===== src/rtl/proc_test_pkg.sv =====
// Shared types and sizing helpers for the processor test sequencer.
package proc_test_pkg;

    typedef enum logic [2:0] {
        IDLE   = 3'd0,
        RST    = 3'd1,
        RUN    = 3'd2,
        REPORT = 3'd3,
        DONE   = 3'd4
    } seq_state_e;

    localparam int DEFAULT_WD_LIMIT     = 255;
    localparam int DEFAULT_RESET_CYCLES = 2;

    function automatic int idx_w(input int n);
        return (n > 1) ? $clog2(n) : 1;
    endfunction

    function automatic int cnt_w(input int n);
        return $clog2(n + 1);
    endfunction

endpackage


===== src/rtl/proc_test_sequencer_wd_counter.sv =====
// Saturating up-counter with synchronous clear; at_limit flags the terminal count.
module wd_counter #(
    parameter int W     = 16,
    parameter int LIMIT = 255
) (
    input  logic CLK,
    input  logic resetl,
    input  logic clr,
    input  logic en,
    output logic at_limit
);

    logic [W-1:0] count_q, count_d;

    assign at_limit = (count_q == W'(LIMIT));

    always_comb begin
        count_d = count_q;
        if (clr) begin
            count_d = '0;
        end else if (en && !at_limit) begin
            count_d = count_q + W'(1);
        end
    end

    always_ff @(posedge CLK or negedge resetl) begin
        if (!resetl) begin
            count_q <= '0;
        end else begin
            count_q <= count_d;
        end
    end

endmodule


===== src/rtl/proc_test_sequencer.sv =====
// Runs a list of programs on the core, checking writeback at an end PC under a per-slot watchdog.
//
// state  | meaning
// IDLE   | core held in reset, waiting for start
// RST    | core held in reset with the slot start PC for RESET_CYCLES cycles
// RUN    | core running, waiting for currentpc >= end PC or watchdog expiry
// REPORT | one-cycle verdict pulse, then next slot or DONE
// DONE   | status sticky, core left running, waiting for start
module proc_test_sequencer
    import proc_test_pkg::*;
#(
    parameter int NUM_TESTS    = 4,
    parameter int ADDR_W       = 64,
    parameter int DATA_W       = 64,
    parameter int RESET_CYCLES = DEFAULT_RESET_CYCLES,
    parameter int WD_LIMIT     = DEFAULT_WD_LIMIT,
    parameter int WD_W         = 16
) (
    input  logic                          CLK,
    input  logic                          resetl,
    input  logic                          start,
    input  logic [NUM_TESTS*ADDR_W-1:0]   test_startpc,
    input  logic [NUM_TESTS*ADDR_W-1:0]   test_endpc,
    input  logic [NUM_TESTS*DATA_W-1:0]   test_expected,
    input  logic [NUM_TESTS-1:0]          test_reset_en,
    input  logic [ADDR_W-1:0]             currentpc,
    input  logic [DATA_W-1:0]             MemtoRegOut,
    output logic                          dut_resetl,
    output logic [ADDR_W-1:0]             dut_startpc,
    output logic                          busy,
    output logic                          done,
    output logic                          all_passed,
    output logic                          timeout,
    output logic [NUM_TESTS-1:0]          pass_mask,
    output logic [cnt_w(NUM_TESTS)-1:0]   pass_count,
    output logic [idx_w(NUM_TESTS)-1:0]   test_idx,
    output logic                          result_valid,
    output logic                          result_pass
);

    localparam int IDX_W = idx_w(NUM_TESTS);
    localparam int CNT_W = cnt_w(NUM_TESTS);
    localparam logic [IDX_W-1:0] LAST_IDX = IDX_W'(NUM_TESTS - 1);

    seq_state_e           state_q, state_d;
    logic [IDX_W-1:0]     test_idx_q, test_idx_d;
    logic [ADDR_W-1:0]    startpc_q, startpc_d;
    logic                 timeout_q, timeout_d;
    logic                 rvalid_q, rvalid_d;
    logic                 rpass_q, rpass_d;
    logic [NUM_TESTS-1:0] pass_mask_q, pass_mask_d;
    logic [CNT_W-1:0]     pass_count_q, pass_count_d;

    logic [ADDR_W-1:0]    start_arr [NUM_TESTS];
    logic [ADDR_W-1:0]    end_arr   [NUM_TESTS];
    logic [DATA_W-1:0]    exp_arr   [NUM_TESTS];
    logic [NUM_TESTS-1:0] reset_en;
    logic                 pc_hit, rst_last, wd_expire;

    for (genvar g = 0; g < NUM_TESTS; g++) begin : g_slot
        assign start_arr[g] = test_startpc[g*ADDR_W +: ADDR_W];
        assign end_arr[g]   = test_endpc[g*ADDR_W +: ADDR_W];
        assign exp_arr[g]   = test_expected[g*DATA_W +: DATA_W];
    end

    // Slot 0 always starts from a clean core.
    assign reset_en = test_reset_en | NUM_TESTS'(1);
    assign pc_hit   = (currentpc >= end_arr[test_idx_q]);

    // Limits are cycle counts and the counters start at 0, so terminal count is limit-1.
    wd_counter #(.W(WD_W), .LIMIT(RESET_CYCLES - 1)) u_rst_cnt (
        .CLK      (CLK),
        .resetl   (resetl),
        .clr      (state_q != RST),
        .en       (state_q == RST),
        .at_limit (rst_last)
    );

    wd_counter #(.W(WD_W), .LIMIT(WD_LIMIT - 1)) u_wd_cnt (
        .CLK      (CLK),
        .resetl   (resetl),
        .clr      (state_q != RUN),
        .en       (state_q == RUN),
        .at_limit (wd_expire)
    );

    always_comb begin
        state_d      = state_q;
        test_idx_d   = test_idx_q;
        startpc_d    = startpc_q;
        timeout_d    = timeout_q;
        rvalid_d     = 1'b0;
        rpass_d      = 1'b0;
        pass_mask_d  = pass_mask_q;
        pass_count_d = pass_count_q;
        case (state_q)
            IDLE, DONE: begin
                if (start) begin
                    state_d      = RST;
                    test_idx_d   = '0;
                    startpc_d    = start_arr[0];
                    timeout_d    = 1'b0;
                    pass_mask_d  = '0;
                    pass_count_d = '0;
                end
            end
            RST: begin
                if (rst_last) state_d = RUN;
            end
            RUN: begin
                if (pc_hit) begin
                    state_d  = REPORT;
                    rvalid_d = 1'b1;
                    rpass_d  = (MemtoRegOut == exp_arr[test_idx_q]);
                end else if (wd_expire) begin
                    state_d   = DONE;
                    rvalid_d  = 1'b1;
                    timeout_d = 1'b1;
                end
            end
            REPORT: begin
                pass_mask_d[test_idx_q] = rpass_q;
                pass_count_d = pass_count_q + CNT_W'(rpass_q);
                if (test_idx_q == LAST_IDX) begin
                    state_d = DONE;
                end else begin
                    test_idx_d = test_idx_q + IDX_W'(1);
                    if (reset_en[test_idx_d]) begin
                        state_d   = RST;
                        startpc_d = start_arr[test_idx_d];
                    end else begin
                        state_d = RUN;
                    end
                end
            end
            default: state_d = IDLE;
        endcase
    end

    always_ff @(posedge CLK or negedge resetl) begin
        if (!resetl) begin
            state_q      <= IDLE;
            test_idx_q   <= '0;
            startpc_q    <= '0;
            timeout_q    <= 1'b0;
            rvalid_q     <= 1'b0;
            rpass_q      <= 1'b0;
            pass_mask_q  <= '0;
            pass_count_q <= '0;
        end else begin
            state_q      <= state_d;
            test_idx_q   <= test_idx_d;
            startpc_q    <= startpc_d;
            timeout_q    <= timeout_d;
            rvalid_q     <= rvalid_d;
            rpass_q      <= rpass_d;
            pass_mask_q  <= pass_mask_d;
            pass_count_q <= pass_count_d;
        end
    end

    assign dut_resetl   = (state_q == RUN) || (state_q == REPORT) || (state_q == DONE);
    assign dut_startpc  = startpc_q;
    assign busy         = (state_q == RST) || (state_q == RUN) || (state_q == REPORT);
    assign done         = (state_q == DONE);
    assign all_passed   = done && (pass_count_q == CNT_W'(NUM_TESTS)) && !timeout_q;
    assign timeout      = timeout_q;
    assign pass_mask    = pass_mask_q;
    assign pass_count   = pass_count_q;
    assign test_idx     = test_idx_q;
    assign result_valid = rvalid_q;
    assign result_pass  = rpass_q;

endmodule


===== config.mk =====
export PLATFORM = sky130hd
export DESIGN_NAME = proc_test_sequencer
export DESIGN_NICKNAME = d
export VERILOG_FILES = /design/src/rtl/proc_test_pkg.sv /design/src/rtl/proc_test_sequencer_wd_counter.sv /design/src/rtl/proc_test_sequencer.sv
export SDC_FILE = /design/constraint.sdc
export NUM_CORES = 1
export LEC_CHECK = 0
export ABC_AREA = 1
export CORE_AREA = 2 2 382 384
export CTS_CLUSTER_DIAMETER = 50
export CTS_CLUSTER_SIZE = 28
export DETAILED_ROUTE_END_ITERATION = 16
export DIE_AREA = 0 0 384 386
export DONT_BUFFER_PORTS = 1
export GPL_TIMING_DRIVEN = 0
export PLACE_DENSITY_LB_ADDON = 0.1
export SETUP_SLACK_MARGIN = 0.2
export SLEW_MARGIN = 20
export SYNTH_ARGS = -nofsm -noshare
export SYNTH_HDL_FRONTEND = slang
export SYNTH_SLANG_ARGS = --single-unit
export TNS_END_PERCENT = 10

===== constraint.sdc =====
create_clock -name CLK -period 7.95 [get_ports CLK]
set_input_delay 0.3975 -clock CLK [delete_from_list [all_inputs] [get_ports CLK]]
set_output_delay 0.3975 -clock CLK [all_outputs]
set_load 0.05 [all_outputs]

# Word-level counts from Yosys, hierarchy flattened
# Cells that the tools add are included.
# totals
register_bits	111
latch_bits	0
ram_bits	0
rom_bits	0
input_bits	903
word_cells	108
memories	0
# classes
n_addsub	4
n_mul	0
div_mod_pow	0
n_lt_le_gt_ge	6
n_eq_ne	18
shift	0
muxes	45
bitwise_logic	2
n_reduce_logical	23
# op_table
op	count
2-to-1 mux 64 bit	9
binary-select mux 64 bit (select 2 bit)	3
one-hot mux 64 bit (2 select lines)	1
== test 64 bit	1
greater-or-equal comparator 64 bit	1
2-to-1 mux 16 bit	4
adder 16 x 1 -> 16 bit (second input constant)	2
2-to-1 mux 3 bit	6
== test 16 x 1 -> 1 bit (second input constant)	1
== test 16 x 8 -> 1 bit (second input constant)	1
inequality test 2 bit (second input constant)	6
one-hot mux 3 bit (4 select lines)	1
2-to-1 mux 1 bit	10
one-hot mux 4 bit (2 select lines)	1
AND reduction 4 bit	2
nonzero test 2 bit	4
== test 3 x 2 -> 1 bit (second input constant)	2
== test 3 bit (second input constant)	2
greater-or-equal comparator 3 bit (second input constant)	2
< comparator 2 x 3 -> 1 bit (second input constant)	2
2-to-1 mux 2 bit	3
inverter 2 -> 3 bit	2
one-hot mux 3 bit (2 select lines)	1
AND reduction 3 bit	2
other kinds (20)	29

# Depth between registers and ports, before layout
# logic_depth
ltp_word	8
depth_mapped	25
ltp_nobuf	21

# Hierarchy
# A second synthesis with hierarchy kept.
# hier_totals
cells_unflattened	2182
area_unflattened_um2	13344.0
# modules_own_cells
mod	n_inst	cells_per_inst	area_per_inst_um2	seq_area_each_um2
proc_test_sequencer	1	1862	11197.0	1976.9
wd_counter at u_rst_cnt	1	160	1082.3	400.4
wd_counter at u_wd_cnt	1	160	1064.8	400.4

# Least setup slack after synthesis
# OpenSTA, ideal clock, no wires.
# synth_path
path_kind	flip-flop to flip-flop
from	register test_idx_q[0] (netlist: test_idx[0])
to	register state_q[1]
t_arrival_ns	3.228
required_time_ns	7.880
slack_ns	4.651
stages_incl_launch_ff	21
cell_sequence	dfrtp_1 -> buf_6 -> buf_6 -> buf_4 -> buf_2 -> clkbuf_1 -> a21oi_1 -> a32o_1 -> ha_1 -> nand2_1 -> nor2_1 -> nand2_1 -> nor3_1 -> nand2_1 -> nor2_1 -> nand2_1 -> nand2_1 -> nand2_1 -> nand2_1 -> nand3_1 -> nand2_1
# synth_via
elab_chain_len	7
word_cells_on_any_way	15
classes_between	add/sub (1); order compare (1); eq/ne (2); mux (9); bitwise (1); reduce/logical (1)
# synth_lines
item	line_no	source
start, declared	proc_test_sequencer.sv:46	logic [IDX_W-1:0] test_idx_q, test_idx_d;
start signal, assigned	proc_test_sequencer.sv:152	test_idx_q <= test_idx_d;
inverter 2 -> 3 bit (implied by the code)	proc_test_sequencer.sv:68	assign pc_hit = (currentpc >= end_arr[test_idx_q]);
binary-select mux 64 bit (select 2 bit)	proc_test_sequencer.sv:68	
2-to-1 mux 64 bit (implied by the code) (2 in series)	proc_test_sequencer.sv:68	
greater-or-equal comparator 64 bit	proc_test_sequencer.sv:68	
2-to-1 mux 3 bit / inequality test 3 bit (equally long branches)	-	
one-hot mux 3 bit (4 select lines) / AND reduction 3 bit (equally long branches)	-	
end signal, assigned	proc_test_sequencer.sv:151	state_q <= state_d;
end, declared	proc_test_sequencer.sv:45	seq_state_e state_q, state_d;
# Several ways; a longest one is shown, not always the timed one. The select of a mux whose other input is x is not followed.
# A chain may end at the register's enable or synchronous reset.

# Worst setup path in the final report
# layout_path
from	register test_idx_q[0] (netlist: test_idx[0])
to	register state_q[0]
# The elaborated chain is that of the path after synthesis.

==> impl_metrics.env <==
export IMPL_status="finished, final reports clean"
export IMPL_grt_pass1_wl_um=158000
export IMPL_synth_cell_area_mm2=0.0132
export IMPL_p_leak_uw=0.00651
export IMPL_first_pass_iters=5
export IMPL_maxCapViolations=0
export IMPL_htree_levels=3
export IMPL_instances_no_fill=4098
export IMPL_yosysSeqAreaShare=0.211
export IMPL_post_drt_wl_per_cell_um=29.9
export IMPL_critPathLaunchType="flop"
export IMPL_routed_wl_um=122000
export IMPL_antenna_found_initial=53
export IMPL_nets=3135
export IMPL_cp_required_ns=8.29
export IMPL_cts_root_buf="clkbuf_16"
export IMPL_fin_ws_ns=1.83
export IMPL_ys_seq_elements=111
export IMPL_grt_pass1_vias=16708
export IMPL_core_area_mm2=0.145
export IMPL_holdWs_ns=0.241
export IMPL_cp_end_kind="flop"
export IMPL_switching_share=0.630
export IMPL_row_count=140
export IMPL_drt_antenna_violating_nets=0
export IMPL_synth_edff_count=0
export IMPL_grt_use_total=0.157
export IMPL_cts_sink_count=111
export IMPL_crit_type="reg2reg"
export IMPL_yosys_top_cells_area="nand2_1 23%, dfrtp_1 21%, ha_1 7.0%"
export IMPL_synth_warnings=0
export IMPL_grt_overflow=0
export IMPL_pwr_density_cell_mw_per_mm2=289
export IMPL_syn_nets=3122
export IMPL_die_y_um=386
export IMPL_synth_top_area_frac=0.225
export IMPL_min_path_type="in2reg"
export IMPL_die_width_um=384
export IMPL_final_layout_size_suffix_gt1_frac=0.0541
export IMPL_cts_tree="yes"
export IMPL_min_period_ns=6.12
export IMPL_dp_cells=4062
export IMPL_fin_crit_sh=0.769
export IMPL_crit_fanout=11
export IMPL_yosysTopAreaCell="nand2_1"
export IMPL_drc=0
export IMPL_yosysMostFrequentCell="nand2_1"
export IMPL_finalPower_uw=4600
export IMPL_syn2layout_area_growth_pct=21.0
export IMPL_gp_congestion=0.909
export IMPL_p_comb_frac=0.558
export IMPL_post_cts_buffers=0
export IMPL_setup_tns_final_ns=0
export IMPL_hpwl_um=107000
export IMPL_tightest_slew_ns=1.11
export IMPL_post_drt_via_cell_ratio=3.89
export IMPL_grt_max_degree=112
export IMPL_fillers=17172
export IMPL_async_flop_share=1.00
export IMPL_dieArea_mm2=0.148
export IMPL_clk_latency_ns=0.41
export IMPL_max_slew_margin_rel=0.260
export IMPL_initial_core_util=0.0911
export IMPL_dp_slack_ns=1.32
export IMPL_netlist_instances=2145
export IMPL_drv_slew=0
export IMPL_port_buffers=0
export IMPL_cp_data_arrival_time_ns=6.46
export IMPL_path_clk_slew_ns=0.09
export IMPL_p_switching_uw=2900
export IMPL_p_clk_frac=0.108
export IMPL_synth_area_per_cell_um2=6.14
export IMPL_synth_commonest_cells="791 x nand2_1, 208 x nor2_1, 174 x a21oi_1, 153 x nand3_1, 119 x inv_1"
export IMPL_hold_viol_final=0
export IMPL_p_seq_frac=0.333
export IMPL_cts_buffers=9
export IMPL_internal_power_uw=1700
export IMPL_multi_input_area_mm2=0.00922
export IMPL_drtIter0Drc=1015
export IMPL_synth_cell_types=38
export IMPL_skew_ns=0.00857
export IMPL_pin_count=983
export IMPL_synth_top_flop_cell="dfrtp_1"
export IMPL_cts_path_max_buffers=2
export IMPL_rsz0062_at_grt="false"
export IMPL_area_sequential_mm2=0.00278
export IMPL_dr_total_vias=15957
export IMPL_timing_fmax_ghz=0.164
export IMPL_setup_violations=0
export IMPL_vdd_ir_drop_worst_uv=116
## cell usage in the layout, fill, tap and decap left out, drive strengths merged, types with 19 or more instances in the layout
master  count
a21oi     174
dfrtp     111
inv       125
clkbuf     61
buf       100
a32o       67
o21ai      50
nand3     153
nand4      19
xor2       39
nor2      209
a211oi     66
nand2     792
a221o      63
ha         74
## flip-flops by register name, indices dropped and copies added, names as in the netlist
| register | flops |
|---|---|
| pass_mask | 4 |
| pass_count | 3 |
| timeout | 1 |
| u_rst_cnt.count_q | 16 |
| test_idx | 2 |
| u_wd_cnt.count_q | 16 |
| result_valid | 1 |
| result_pass | 1 |
| dut_startpc | 64 |
| state_q | 3 |
## path summary, 6_finish.rpt
| check | start | to | slack [ns] | depth (start not counted) |
|---|---|---|---|---|
| worst min-delay path | test_startpc[11] | dut_startpc[11]$_DFFE_PN0P_ | 0.24 | 3 |
| worst max register to register | test_idx[0]$_DFFE_PN0P_ | state_q[0]$_DFFE_PN0P_ | 1.83 | 22 |
| worst min register to register | u_wd_cnt.count_q[13]$_DFFE_PN0P_ | u_wd_cnt.count_q[13]$_DFFE_PN0P_ | 0.48 | 1 |
| min in group asynchronous | resetl | dut_startpc[38]$_DFFE_PN0P_ | 0.60 | 2 |
| worst max-delay path | test_idx[0]$_DFFE_PN0P_ | state_q[0]$_DFFE_PN0P_ | 1.83 | 22 |
| max in group asynchronous | resetl | u_wd_cnt.count_q[7]$_DFFE_PN0P_ | 6.69 | 2 |
## what timing repair did
action | 4_1_cts | 5_1_grt
hold buffers | 2 | 0
hold endpoints to repair | 111 | 0
setup endpoints to repair | 0 | 0
gates resized for setup | 0 | 0
## layout make-up
class | count | area share
clock inverter | 6 | 0.00283
sequential | 111 | 0.174
clock buffer | 10 | 0.0144
buffer | 150 | 0.0451
timing repair buffer | 2 | 0.00236
antenna | 18 | 0.00283
inverter | 123 | 0.0290
multi-input combinational | 1761 | 0.579
tap | 1917 | 0.151
## power by group through the flow
stage / clock [uW] / combinational (uW) / sequential [uW]
final: 499 / 2570 / 1530
after global routing: 542 / 2880 / 1560
after detailed placement: 0 / 2630 / 1550
after global placement: 0 / 2650 / 1560
after CTS: 537 / 2660 / 1540
after floorplan: 0 / 1590 / 1420
## metal layers
layer	vias up	GRT usage	part of all wire	wire length, um
li1	7337	-	-	-
met1	7772	0.189	0.41	49600
met2	707	0.276	0.50	60700
met3	117	0.0410	0.076	9360
met4	24	0.0348	0.022	2650
met5	-	0	0.0012	152
## metrics by stage
step                      instance area [um^2]   util
after floorplan                          13200      -
after global placement                   15600  0.108
after detailed placement                 15600  0.108
after CTS                                15900  0.110
after global routing                     15900  0.110
final                                    15900  0.110
## worst max-delay path: stages (launching register included)
cell	delay [ns]
dfrtp_1	0.69
inv_2	0.41
buf_6	0.22
buf_2	0.51
buf_2	0.58
buf_1	0.71
nand2_1	0.26
a32o_1	0.32
ha_1	0.28
nand2_1	0.07
nor2_1	0.38
nand2_1	0.14
nor2_1	0.18
nand2_1	0.07
nand2_1	0.06
nor2_1	0.04
nand2_1	0.08
nand2_1	0.32
nand2_1	0.22
nand2_1	0.16
nand2_1	0.11
nand3_1	0.08
nand2_1	0.07
## kinds of logic after synthesis
family / Yosys count / share of synthesized area
compound gates: 440 / 0.232
xor+xnor: 46 / 0.0306
fa+ha+maj: 74 / 0.0703
buf+inv: 273 / 0.0893
flops: 111 / 0.211
mux: 1 / 0.000760
simple gates: 1200 / 0.366
Power figures use the tool's default switching activity.
